==> config.mk <==
export PLATFORM = sky130hd
export DESIGN_NAME = ram_fifo_ctrl
export DESIGN_NICKNAME = d
export VERILOG_FILES = /design/src/rtl/ram_fifo_ctrl.sv
export SDC_FILE = /design/constraint.sdc
export NUM_CORES = 1
export LEC_CHECK = 0
export CAP_MARGIN = 20
export CORE_MARGIN = 3
export CORE_UTILIZATION = 34
export DETAILED_ROUTE_END_ITERATION = 16
export PLACE_DENSITY = 0.88
export SYNTH_ARGS = -nofsm -noshare
export SYNTH_HDL_FRONTEND = slang
export SYNTH_SLANG_ARGS = --single-unit
==> constraint.sdc <==
create_clock -name clk -period 2.5 [get_ports clk]
set_clock_uncertainty 0.05 [all_clocks]
set_input_delay 0.5 -clock clk [delete_from_list [all_inputs] [get_ports clk]]
set_output_delay 0.5 -clock clk [all_outputs]
set_load 0.005 [all_outputs]
==> src/rtl/ram_fifo_ctrl.sv <==
// ram_fifo_ctrl
// -------------
// Turns a 4x8 single-port synchronous RAM (one write or one read per cycle,
// registered read data) into a 4-entry FIFO. Push and pop requests compete
// for the single RAM port. When both are eligible in the same cycle, the
// grant alternates using last_op.
//
// Ports
//   clk       rising-edge clock
//   rst_n     asynchronous active-low reset
//   in_valid  push request; hold in_valid/in_data until in_ready
//   in_data   push data
//   in_ready  push granted this cycle (combinational)
//   pop       pop request; hold until pop_ack
//   pop_ack   pop granted this cycle (combinational)
//   out_data  popped word, valid only while out_valid=1 (wired to ram_dout)
//   out_valid registered; high the cycle after a pop grant
//   full      count == DEPTH
//   empty     count == 0
//   count     occupancy, 0..DEPTH
//   ram_we    RAM write enable
//   ram_addr  RAM address
//   ram_din   RAM write data
//   ram_dout  RAM registered read data
module ram_fifo_ctrl #(
  parameter int DATA_W = 8,
  parameter int ADDR_W = 2,
  parameter int DEPTH  = 4
) (
  input  logic              clk,
  input  logic              rst_n,
  input  logic              in_valid,
  input  logic [DATA_W-1:0] in_data,
  output logic              in_ready,
  input  logic              pop,
  output logic              pop_ack,
  output logic [DATA_W-1:0] out_data,
  output logic              out_valid,
  output logic              full,
  output logic              empty,
  output logic [ADDR_W:0]   count,
  output logic              ram_we,
  output logic [ADDR_W-1:0] ram_addr,
  output logic [DATA_W-1:0] ram_din,
  input  logic [DATA_W-1:0] ram_dout
);

  localparam logic [ADDR_W:0] DEPTH_C = (ADDR_W+1)'(DEPTH);

  logic [ADDR_W-1:0] wr_ptr;
  logic [ADDR_W-1:0] rd_ptr;
  logic              last_op;   // 1 = last granted op was a write
  logic              can_wr;
  logic              can_rd;
  logic              grant_wr;
  logic              grant_rd;

  // Eligibility and round-robin arbitration. Requests are masked by rst_n
  // so that nothing is granted, and the RAM is never written, while reset
  // is held. On contention the side that did not win last time gets the
  // port.
  always_comb begin
    full     = (count == DEPTH_C);
    empty    = (count == '0);
    can_wr   = rst_n & in_valid & ~full;
    can_rd   = rst_n & pop & ~empty;
    grant_wr = can_wr & (~can_rd | ~last_op);
    grant_rd = can_rd & (~can_wr | last_op);
  end

  // RAM port drive. When the port is not writing it always reads at rd_ptr.
  // On idle cycles the resulting dout change is harmless because out_valid
  // stays low.
  always_comb begin
    in_ready = grant_wr;
    pop_ack  = grant_rd;
    ram_we   = grant_wr;
    ram_addr = grant_wr ? wr_ptr : rd_ptr;
    ram_din  = in_data;
  end

  // The RAM output is already registered, so popped data is taken straight
  // from it.
  assign out_data = ram_dout;

  // Pointer, occupancy and arbitration history. At most one grant fires per
  // cycle, so count moves by at most one.
  always_ff @(posedge clk or negedge rst_n) begin
    if (!rst_n) begin
      wr_ptr    <= '0;
      rd_ptr    <= '0;
      count     <= '0;
      last_op   <= 1'b0;
      out_valid <= 1'b0;
    end else begin
      out_valid <= grant_rd;
      if (grant_wr) begin
        wr_ptr  <= wr_ptr + 1'b1;
        count   <= count + 1'b1;
        last_op <= 1'b1;
      end else if (grant_rd) begin
        rd_ptr  <= rd_ptr + 1'b1;
        count   <= count - 1'b1;
        last_op <= 1'b0;
      end
    end
  end

endmodule

Yosys cells after proc, flatten, opt, wreduce, memory -nomap -nowiden
Index checks and enable logic that the tools add are counted.
{"block": "word_totals", "reg_bits": 9, "input_bits": 20, "output_inout_bits": 27}
{"block": "op_classes", "eq_ne": 1, "n_mux": 5, "reduce_logical": 3, "n_addsub": 4, "bitwise": 14}
{"cell": "$and 1x1->1", "count": 6}
{"cell": "$mux 3", "count": 2}
{"cell": "$not 1->1", "count": 6}
{"cell": "$add 2x1->2 const B", "count": 2}
{"cell": "$add 3x1->3 const B", "count": 1}
{"cell": "$eq 3x3->1 const B", "count": 1}
{"cell": "$logic_not 3->1", "count": 1}
{"cell": "$sub 3x1->3 const B", "count": 1}
{"cell": "$mux 1", "count": 2}
{"cell": "$mux 2", "count": 1}
{"cell": "$or 1x1->1", "count": 2}
{"cell": "$reduce_and 2->1", "count": 1}
{"cell": "$reduce_bool 2->1", "count": 1}

Longest topological paths before layout
{"block": "logic_depth", "word_depth": 8, "ltp_mapped": 8, "ltp_nobuf": 7}

Worst setup path before layout
No wires, ideal clock.
{"block": "synth_timing", "path_kind": "register to register", "from": "register count[2]", "to": "register count[2]", "n_path_buf": 1, "stages_incl_launch_ff": 9, "period_less_slack_ns": 2.376, "path_slack_ns": 0.124, "t_arrival_ns": 2.227, "required_time_ns": 2.351, "setup_ns": 0.099, "path_cell_list": "dfrtp_1 buf_6 o311a_4 a221oi_4 inv_1 fa_1 nand4bb_1 o21ai_0 a311oi_1"}
{"block": "synth_between", "elab_chain_cells": 7, "elab_cells_between_ends": 17, "classes_between": "add/sub: 2; eq/ne: 1; mux: 2; bitwise: 10; reduce/logical: 2"}
{"element": "start, declared", "line_no": "41", "text": "output logic [ADDR_W:0] count,"}
{"element": "start signal, assigned", "line_no": "99", "text": "count <= count + 1'b1;"}
{"element": "start signal, assigned", "line_no": "103", "text": "count <= count - 1'b1;"}
{"element": "$logic_not 3->1", "line_no": "64", "text": "empty = (count == '0);"}
{"element": "$not 1->1", "line_no": "66", "text": "can_rd = rst_n & pop & ~empty;"}
{"element": "$and 1x1->1", "line_no": "66"}
{"element": "$not 1->1", "line_no": "67", "text": "grant_wr = can_wr & (~can_rd | ~last_op);"}
{"element": "$or 1x1->1", "line_no": "67"}
{"element": "$and 1x1->1 (*)", "line_no": "67"}
{"element": "named net in_ready", "line_no": "34", "text": "output logic in_ready,"}
{"element": "$mux 3 / $reduce_bool 2->1 (equally long branches)"}
The timed path passes the listed nets; every way through them passes the cells marked *. The select of a mux whose other input is x is not followed.
A chain may end at the register's enable or synchronous reset.

Final worst setup path
{"block": "layout_timing", "from": "input in_valid", "to": "output ram_addr[1]"}
{"block": "layout_between", "elab_chain_cells": 4}
{"element": "start, declared", "line_no": "32", "text": "input logic in_valid,"}
{"element": "$and 1x1->1 (2 in a row)", "line_no": "65", "text": "can_wr = rst_n & in_valid & ~full;"}
{"element": "$and 1x1->1", "line_no": "67"}
{"element": "$mux 2", "line_no": "78", "text": "ram_addr = grant_wr ? wr_ptr : rd_ptr;"}
{"element": "end, declared", "line_no": "43", "text": "output logic [ADDR_W-1:0] ram_addr,"}
Every way passes these cells.

==> impl_metrics.yaml <==
floorplan:
  row_count: 15
  die_y_microns: 50.0
  dieArea_sq_um: 2500
  die_w_microns: 50.0
  ios: 47
  start_util_pct: 37.0
  core_area_sq_um: 1780
setup_path:
  crit_chain: "clkdlybuf4s50_1, nand2_2, a221oi_4, buf_4, mux2_4, clkbuf_2"
  crit_type: "in2out"
  crit_required_ns: 1.95
  crit_arrival_ns: 1.93
  path_max_fanout: 3
  start_kind: "primary input"
  crit_path_end_kind: "primary output"
  cpMaxStageDelayCell: "clkdlybuf4s50_1"
  max_stage_delay_ns: 0.51
global_route:
  grt_pass1_vias: 484
  grt_use_total_pct: 11.1
  antenna_found_initial: 0
  grt_max_degree: 13
  overflow: 0
  grt_pass1_wl_microns: 2060
yosys:
  synth_enable_flop_cells: 0
  avgSynthCellArea_sq_um: 11.0
  synth_mux_area_share_pct: 5.50
  synth-compound-area-share_pct: 19.5
  synth.top_cell.area_share_pct: 34.2
  syn_inst: 60
  synth_flop_cell: "dfrtp_1"
  synth_largest_area_cell: "dfrtp_1"
  synth_warnings: 0
  synth.most_common_cell: "buf_4"
  synth_area_sq_um: 659
  synth_fa_ha_area_share_pct: 3.04
  synth_xor_area_share_pct: 6.64
  synth_simple_gate_area_share_pct: 8.92
  synth_top_family_by_area: "buffers and inverters"
  ys_ff_latch: 9
  synth_nets: 81
  yosys.cell_types.count: 28
  synthArstFlopShare_pct: 100
  synth_common_cells: "buf_4 (17), dfrtp_1 (9), xor2_1 (3)"
  seq_area_frac_synth_pct: 34.2
  synth.area.top_cells: "dfrtp_1 (34%), buf_4 (19%), a221oi_4 (4.0%)"
final_layout:
  fill_cells: 171
  num_antenna_cells: 0
  drive_gt1_share_pct: 39.7
  final_core_util_pct: 47.6
  syn2layout_area_growth_pct: 28.7
  num-nets-final: 100
clock_network:
  cts_buffers: 3
  cts-root-buf: "clkbuf_4"
  cts_tree: "built"
  clkTransAtPathRegs_ns: 0.07
  cts_max_path_buffers: 2
  ctsHoldBuffers: 0
  clock_sinks: 9
  insertion_delay_ns: 0.26
  h-tree-depth: 1
placement:
  io_buffers: 14
  gp_congestion: 0.737
timing:
  fin_crit_sh_pct: 99.1
  finalCriticalPeriod_ns: 2.48
  relSlewSlack_pct: 80.8
  drv_slew: 0
  timing.final.hold_violations: 0
  setup_violations: 0
  rsz0062_at_grt: "yes"
  tightest_slew_ns: 0.288
  max_freq_ghz: 0.404
pwr:
  ir_drop_mv: 0.439
  power_density_nw_per_um2: 1050
  p_leak_nw: 0.392
  total_power_mw: 0.893
routing:
  totalWireLength_microns: 1330
  drt-wirelength-per-cell_microns: 12.9
  drt_iter0_drc: 5
  ant_nets: 0
  avgViaCountPerCell: 4.68
  vias: 482
  drc: 0
  drt_pre_antenna_iters: 4
run:
  maxCapViolations: 0
status:
  status: "finished, final reports clean"
min_path:
  hp-class: "in2async"
==> final timing paths <==
kind | cells after the start | to | slack [ns] | startpoint
max | 6 | ram_addr[1] | 0.02 | in_valid
min | 2 | count[0] | 0.29 | rst_n
max reg2reg | 9 | count[2] | 0.14 | count[2]
min reg2reg | 1 | rd_ptr[1] | 0.42 | rd_ptr[1]
max in group asynchronous | 2 | last_op | 1.91 | rst_n
min in group clk | 1 | rd_ptr[1] | 0.42 | rd_ptr[1]
==> metal layers <==
metal	wire length, microns	GRT usage (%)	part of all wire (%)	vias up
met2	658	18.0	49	24
met5	0	0	0	-
met1	516	10.7	39	223
met4	26	6.91	2.0	0
li1	-	-	-	229
met3	132	6.04	9.9	6
==> through the flow <==
step	area, sq um	hold slack, ns	std cells	setup TNS, ns	setup slack [ns]
6_report	848	0.292	103	0	0.0223
3_5_place_dp	797	0.418	95	-1.78	-0.336
4_1_cts	847	0.289	102	-0.131	-0.131
3_3_place_gp	797	0.413	95	-1.44	-0.271
2_1_floorplan	659	0.154	60	0	0.124
5_1_grt	848	0.306	103	-0.0294	-0.0294
==> state kept, by name, indices dropped and copies added, names as in the netlist <==
name / flops
count: 3
wr_ptr: 2
rd_ptr: 2
last_op: 1
out_valid: 1
==> worst max-delay path: cells and delay by family <==
kind,cells,cell delay (ns)
AO/OA/AOI/OAI,1,0.27
multiplexers,1,0.28
AND/OR/NAND/NOR,1,0.09
buffers and inverters,3,0.79
==> cell families after synthesis <==
logic type               Yosys count
AO/OA/AOI/OAI                     13
XOR/XNOR                           5
adder cells (fa/ha/maj)            1
buffers and inverters             20
flip-flops                         9
multiplexers                       3
AND/OR/NAND/NOR                    9
==> timing repair <==
item | in CTS | in global routing
resized for setup | 11 | 4
pin swaps | 2 | 2
setup endpoints to repair | 6 | 4
setup buffers | 3 | 1
==> where the power goes <==
| group | switching, mW | internal (mW) | total, mW |
|---|---|---|---|
| Clock | 0.0541 | 0.0616 | 0.116 |
| Combinational | 0.215 | 0.299 | 0.514 |
| Sequential | 0.0484 | 0.215 | 0.264 |
| Total | 0.317 | 0.576 | 0.893 |
==> final cells by class <==
type                            count  area [sq um]  share of cell area [%]
Multi-Input combinational cell     31           295                    34.8
Timing Repair Buffer               32           263                    31.0
Sequential cell                     9           225                    26.5
Inverter                            2          7.51                   0.885
Clock buffer                        4          26.3                    3.10
Tap cell                           25          31.3                    3.69
==> cells in the final DEF, fill, tap and decap left out, drive strengths merged <==
cell / synthesis / final
buf: 18 / 18
dfrtp: 9 / 9
clkdlybuf4s50: 0 / 7
clkbuf: 0 / 6
dlygate4sd2: 0 / 5
xor2: 3 / 3
nand2: 2 / 2
inv: 2 / 2
o21ai: 2 / 2
o21a: 2 / 2
xnor2: 2 / 2
a21oi: 2 / 2
a311oi: 2 / 2
mux2: 2 / 2
nor2: 1 / 1
and2: 1 / 1
nor3: 1 / 1
o311a: 1 / 1
a221oi: 1 / 1
a21o: 1 / 1
mux2i: 1 / 1
o21bai: 1 / 1
nand3b: 1 / 1
nand4bb: 1 / 1
nand3: 1 / 1
nor4bb: 1 / 1
o211a: 1 / 1
fa: 1 / 1
Power figures use the tool's default switching activity.
